===== config.mk =====
export PLATFORM = sky130hd
export DESIGN_NAME = pixel_write_arbiter
export DESIGN_NICKNAME = d
export VERILOG_FILES = /design/src/rtl/pixel_write_arbiter.sv
export SDC_FILE = /design/constraint.sdc
export NUM_CORES = 1
export LEC_CHECK = 0
export CAP_MARGIN = 20
export CELL_PAD_IN_SITES_DETAIL_PLACEMENT = 0
export CELL_PAD_IN_SITES_GLOBAL_PLACEMENT = 2
export CORE_MARGIN = 2
export CORE_UTILIZATION = 28
export CTS_CLUSTER_SIZE = 40
export DETAILED_ROUTE_END_ITERATION = 10
export GPL_TIMING_DRIVEN = 0
export HOLD_SLACK_MARGIN = 0.02
export PLACE_DENSITY_LB_ADDON = 0.25
export REMOVE_ABC_BUFFERS = 1
export SLEW_MARGIN = 40
export SYNTH_ARGS = -nofsm -noshare
export SYNTH_HDL_FRONTEND = slang
export SYNTH_SLANG_ARGS = --single-unit

===== constraint.sdc =====
create_clock -name clk -period 3.2 [get_ports clk]
set_input_delay 0.64 -clock clk [delete_from_list [all_inputs] [get_ports clk]]
set_output_delay 0.64 -clock clk [all_outputs]
set_load 0.02 [all_outputs]

===== src/rtl/pixel_write_arbiter.sv =====
// Purpose: merges buffered processor pixel writes and engine req/gnt writes onto one framebuffer write port.
// Latency: a CPU write is eligible one edge after its push; an engine grant appears on fb the edge it is taken.
// Backpressure: fb_we && !fb_ready freezes the output stage, stops pops and grants; CPU writes to a full FIFO drop.
module pixel_write_arbiter #(
    parameter int ADDR_W     = 32,
    parameter int FIFO_DEPTH = 4,
    parameter int STARVE_MAX = 8
) (
    input  logic                            clk,
    input  logic                            rst,
    input  logic                            cpu_pixel_en,
    input  logic [ADDR_W-1:0]               cpu_pixel_addr,
    input  logic                            cpu_pixel_value,
    output logic                            cpu_overflow,
    input  logic                            eng_req,
    input  logic [ADDR_W-1:0]               eng_addr,
    input  logic                            eng_value,
    output logic                            eng_gnt,
    output logic                            fb_we,
    output logic [ADDR_W-1:0]               fb_addr,
    output logic                            fb_data,
    input  logic                            fb_ready,
    output logic [$clog2(FIFO_DEPTH+1)-1:0] fifo_count
);

    localparam int PW = $clog2(FIFO_DEPTH);
    localparam int CW = $clog2(FIFO_DEPTH+1);
    localparam int SW = $clog2(STARVE_MAX+1);

    typedef struct packed {
        logic [ADDR_W-1:0] addr;
        logic              value;
    } pix_t;

    pix_t            r_mem [FIFO_DEPTH];
    logic [PW-1:0]   r_wr_ptr;
    logic [PW-1:0]   r_rd_ptr;
    logic [CW-1:0]   r_count;
    logic [SW-1:0]   r_starve;
    logic            r_overflow;
    logic            r_fb_we;
    logic [ADDR_W-1:0] r_fb_addr;
    logic            r_fb_data;

    logic            w_free;
    logic            w_empty;
    logic            w_full;
    logic            w_starved;
    logic            w_eng_sel;
    logic            w_pop;
    logic            w_push;
    pix_t            w_head;
    pix_t            w_cpu_wr;

    assign w_free    = !r_fb_we || fb_ready;
    assign w_empty   = (r_count == '0);
    assign w_full    = (r_count == CW'(FIFO_DEPTH));
    assign w_starved = (r_starve == SW'(STARVE_MAX));
    // The engine wins only when the FIFO has nothing, or it has waited long enough.
    assign w_eng_sel = w_free && eng_req && (w_empty || w_starved);
    assign w_pop     = w_free && !w_empty && !w_eng_sel;
    // A full FIFO still accepts a push when its head leaves on the same edge.
    assign w_push    = cpu_pixel_en && (!w_full || w_pop);
    assign w_head    = r_mem[r_rd_ptr];
    assign w_cpu_wr  = '{addr: cpu_pixel_addr, value: cpu_pixel_value};

    assign eng_gnt      = w_eng_sel;
    assign cpu_overflow = r_overflow;
    assign fb_we        = r_fb_we;
    assign fb_addr      = r_fb_addr;
    assign fb_data      = r_fb_data;
    assign fifo_count   = r_count;

    // FIFO storage; contents are don't-care until the count says otherwise, so no reset.
    always_ff @(posedge clk) begin
        if (w_push) begin
            r_mem[r_wr_ptr] <= w_cpu_wr;
        end
    end

    // FIFO pointers, exact occupancy and sticky drop flag.
    always_ff @(posedge clk or negedge rst) begin
        if (!rst) begin
            r_wr_ptr   <= '0;
            r_rd_ptr   <= '0;
            r_count    <= '0;
            r_overflow <= 1'b0;
        end else begin
            if (w_push) begin
                r_wr_ptr <= r_wr_ptr + PW'(1);
            end
            if (w_pop) begin
                r_rd_ptr <= r_rd_ptr + PW'(1);
            end
            if (w_push && !w_pop) begin
                r_count <= r_count + CW'(1);
            end else if (!w_push && w_pop) begin
                r_count <= r_count - CW'(1);
            end
            if (cpu_pixel_en && !w_push) begin
                r_overflow <= 1'b1;
            end
        end
    end

    // Starvation counter: counts CPU wins while the engine waits, cleared on grant or idle engine.
    always_ff @(posedge clk or negedge rst) begin
        if (!rst) begin
            r_starve <= '0;
        end else if (w_eng_sel || !eng_req) begin
            r_starve <= '0;
        end else if (w_pop && !w_starved) begin
            r_starve <= r_starve + SW'(1);
        end
    end

    // Registered output stage: loads only when free; address/data hold when nothing is selected.
    always_ff @(posedge clk or negedge rst) begin
        if (!rst) begin
            r_fb_we   <= 1'b0;
            r_fb_addr <= '0;
            r_fb_data <= 1'b0;
        end else if (w_free) begin
            if (w_eng_sel) begin
                r_fb_we   <= 1'b1;
                r_fb_addr <= eng_addr;
                r_fb_data <= eng_value;
            end else if (w_pop) begin
                r_fb_we   <= 1'b1;
                r_fb_addr <= w_head.addr;
                r_fb_data <= w_head.value;
            end else begin
                r_fb_we   <= 1'b0;
            end
        end
    end

endmodule


==> results.md <==
- Number of buffers added by the clock tree synthesis step: 17
- Placed Instances: 854
- Period utilisation layout: 93.0%
- Number of buffers inserted by hold repair at cts: 0
- First-pass GRT wire length: 24400 um
- GPL Wtd Cong: 0.662
- Global-route total usage across every layer: 12.5%
- Area of the placeable core: 25000 sq um
- Post-detailed-route count of antenna-violating nets: 0
- Clock network latency to the later pin of the worst-skew pair: 430 ps
- Most area-consuming cells after synthesis: sky130_fd_sc_hd__edfxtp_1, sky130_fd_sc_hd__dfrtp_1, sky130_fd_sc_hd__mux4_2
- Outcome: finished clean
- Category of the most critical setup path: reg -> out
- Remaining max-slew budget at the tightest pin: 51.7%
- Floorplan die height: 163 um
- Drt initial violations: 209
- Count of yosys warnings during synthesis: 0
- Overall via count from detail_route: 3914
- Root cell of the clock tree: sky130_fd_sc_hd__clkbuf_16
- Flops & latches, synth: 178
- Power density over the cells: 900 nW/um^2
- Most frequent cells in the layout: sky130_fd_sc_hd__edfxtp_1, sky130_fd_sc_hd__clkdlybuf4s50_1, sky130_fd_sc_hd__a21oi_1
- Number of inserted diodes: 0
- Final Slew Violations: 0
- Final cell count without fillers: 888
- Biggest area consumer among synthesized cells: sky130_fd_sc_hd__edfxtp_1
- Initial antenna violation count: 1
- Avg Vias per Cell: 4.41
- Fraction of the yosys area taken by sequential cells: 72.1%
- Number of distinct library cell variants in the gate-level netlist after synthesis: 32
- Placement row count: 58
- Critical-path cell with the highest stage delay: sky130_fd_sc_hd__dfrtp_1
- Maximum ir drop on the vdd rail: 262 uV
- Detail-routed net length per standard cell: 17.5 um
- Combinational share of power: 34.0%
- Largest buffer count on any clock path: 2
- Slew of the pin with the lowest slew margin: 722 ps
- Estimated wirelength of the detail-placed design: 10600 um
- Proportion of power drawn by flip-flops and latches: 41.9%
- Cell-by-cell trace of the critical path: inv_1 > ha_1 > and3b_1 > o211ai_4 > buf_16 > inv_8 > dlygate4sd2_1
- Leak: 0.00328 uW
- GRT overflow: 0
- Most frequent standard cell in the layout excluding fill and tap cells: sky130_fd_sc_hd__edfxtp_1
- Worst hold-check slack: 96.1 ps
- Area share of the leading cell type in the synthesized netlist: 55.9%
- Die footprint: 26600 sq um
- Final Net Count: 624
- Router iterations before antenna repair: 6
- Top-level I/O count: 110
- Worst Setup End Kind: primary output
- Power, Total: 8370 uW
- Fmax: 336 MHz
- Worst min path class: in -> async
- Time the final worst path needs with I/O delays and setup: 2980 ps
- Clock H-tree levels: 4
- Signal arrival time at the worst endpoint: 2340 ps
- CTS tree: built
- CP Data Required Time: 2560 ps
- Hold Vio Cnt, Final: 0
- Internal Dissipation: 5630 uW
- Syn Inst Count: 427
- Starting density of the core: 28.3%
- Kind of start point of the critical path: flop
- Setup repair after global routing missed its margin: false
- Total Routed Length: 15600 um
- Syn Area/Cell: 16.6 sq um
- Stage delay of the slowest cell on the critical path: 440 ps
- Setup Skew: 12.4 ps
- Clock group share of total power: 24.1%
- Maximum Capacitance Violations: 0
- Summed negative setup slack over all endpoints: 0 ps
- Number of fillers in the final layout: 2369
- Share of cells above drive strength 1: 19.7%
- Switching component of the power: 2740 uW
- Net switching fraction of the power: 32.8%
- Area growth, synth to finish: 31.1%
- Width of the die: 163 um
- Residual DRC: 0
- Maximum number of pins on one net before global-route repair: 35
- Utilization of the core after routing: 37.2%
- Clk slew on worst S/H paths: 70 ps
- Cell area after synthesis: 7100 sq um
- Clk sinks: 178
- Max FO, Critical Path: 34
- Port Buf Inserts: 109
- Count of endpoints failing setup in the final report: 0
- Number of global-route vias before repair: 4245
## final timing paths
| check | end | slack, ps | depth (start not counted) | startpoint |
|---|---|---|---|---|
| worst max-delay path | eng_gnt | 220 | 7 | r_starve[0] |
| worst min-delay path | fb_addr[10] | 100 | 1 | rst |
| worst max register to register | fifo_count[2] | 520 | 11 | r_starve[0] |
| worst min register to register | cpu_overflow | 470 | 1 | cpu_overflow |
| max in group asynchronous | r_rd_ptr[0] | 2630 | 2 | rst |
| min in group clk | cpu_overflow | 470 | 1 | cpu_overflow |
## per-stage QoR
stage          setup slack, ps  cell area (sq um)
3_3_place_gp              -650               8450
4_1_cts                   68.6               9290
5_1_grt                   87.5               9300
3_5_place_dp              -367               8700
2_1_floorplan              704               6950
6_report                   224               9300
## flip-flops by register name, indices dropped and copies added, names as in the netlist
signal / cells
cpu_overflow: 1
fb_addr: 32
fb_data: 1
fb_we: 1
fifo_count: 3
r_mem: 132
r_rd_ptr: 2
r_starve: 4
r_wr_ptr: 2
## area by class of cell
type	instances	area [sq um]	share of cell area, %
Clock buffer	18	439	4.72
Timing Repair Buffer	122	1320	14.2
Multi-Input combinational cell	218	1830	19.7
Sequential cell	178	5120	55.1
Inverter	8	37.5	0.404
Clock inverter	14	139	1.49
Tap cell	330	413	4.44
## cells by family (layout without fill, tap and decap cells)
group / count (synthesis) / in the layout / share of synthesized area [%]
flip-flops: 178 / 178 / 72.1
AND/OR/NAND/NOR: 90 / 90 / 5.40
AO/OA/AOI/OAI: 79 / 79 / 6.97
multiplexers: 35 / 35 / 10.8
buffers and inverters: 31 / 162 / 2.50
adder cells (fa/ha/maj): 8 / 8 / 1.52
XOR/XNOR: 6 / 6 / 0.741
## critical path: cells and delay by family, from the launching register on
kind	cells	cell delay, ps
buf+inv	4	850
flops	1	440
simple gates	1	300
fa+ha+maj	1	140
compound gates	1	140
## power by group through the flow
stage / clock network [uW] / registers (uW) / logic [uW]
3_5_place_dp: 0 / 3580 / 2910
6_report: 2020 / 3510 / 2850
3_3_place_gp: 0 / 3680 / 2620
4_1_cts: 2100 / 3530 / 2930
5_1_grt: 2180 / 3590 / 3110
2_1_floorplan: 0 / 3840 / 1320
## cells in the mapped netlist
cell type                  number
sky130_fd_sc_hd__edfxtp_1     132
sky130_fd_sc_hd__a21oi_1       53
sky130_fd_sc_hd__dfrtp_1       46
sky130_fd_sc_hd__nand2_1       39
sky130_fd_sc_hd__nor2_1        38
sky130_fd_sc_hd__mux4_2        33
sky130_fd_sc_hd__a21oi_2       19
sky130_fd_sc_hd__buf_2          8
sky130_fd_sc_hd__ha_1           7
sky130_fd_sc_hd__inv_1          7
sky130_fd_sc_hd__clkbuf_1       6
sky130_fd_sc_hd__buf_4          5
sky130_fd_sc_hd__and2_1         4
sky130_fd_sc_hd__buf_6          4
sky130_fd_sc_hd__xnor2_1        3
sky130_fd_sc_hd__xor2_1         3
sky130_fd_sc_hd__a21o_1         2
sky130_fd_sc_hd__mux2_2         2
sky130_fd_sc_hd__nand3_1        2
sky130_fd_sc_hd__nor4_1         2
sky130_fd_sc_hd__a211oi_1       1
sky130_fd_sc_hd__a31oi_1        1
sky130_fd_sc_hd__and3b_1        1
sky130_fd_sc_hd__fa_1           1
sky130_fd_sc_hd__inv_4          1
sky130_fd_sc_hd__nand2b_1       1
sky130_fd_sc_hd__nand4b_1       1
sky130_fd_sc_hd__nor2b_1        1
sky130_fd_sc_hd__nor3_4         1
sky130_fd_sc_hd__o211ai_4       1
sky130_fd_sc_hd__o21a_1         1
sky130_fd_sc_hd__o21ai_0        1
## what timing repair did
item	CTS	global route
resized for setup	3	0
setup endpoints to repair	1	1
pin swaps	1	1
setup buffers	1	1
## layer usage
layer  GRT usage (%)  up-vias  part of all wire, %
li1                -     1844                    -
met1            15.8     1961                   44
met2            20.7       88                   50
met3            3.00       19                  4.3
met4            4.75        2                  1.6
met5               0        -                0.083
Power figures use the tool's default switching activity.
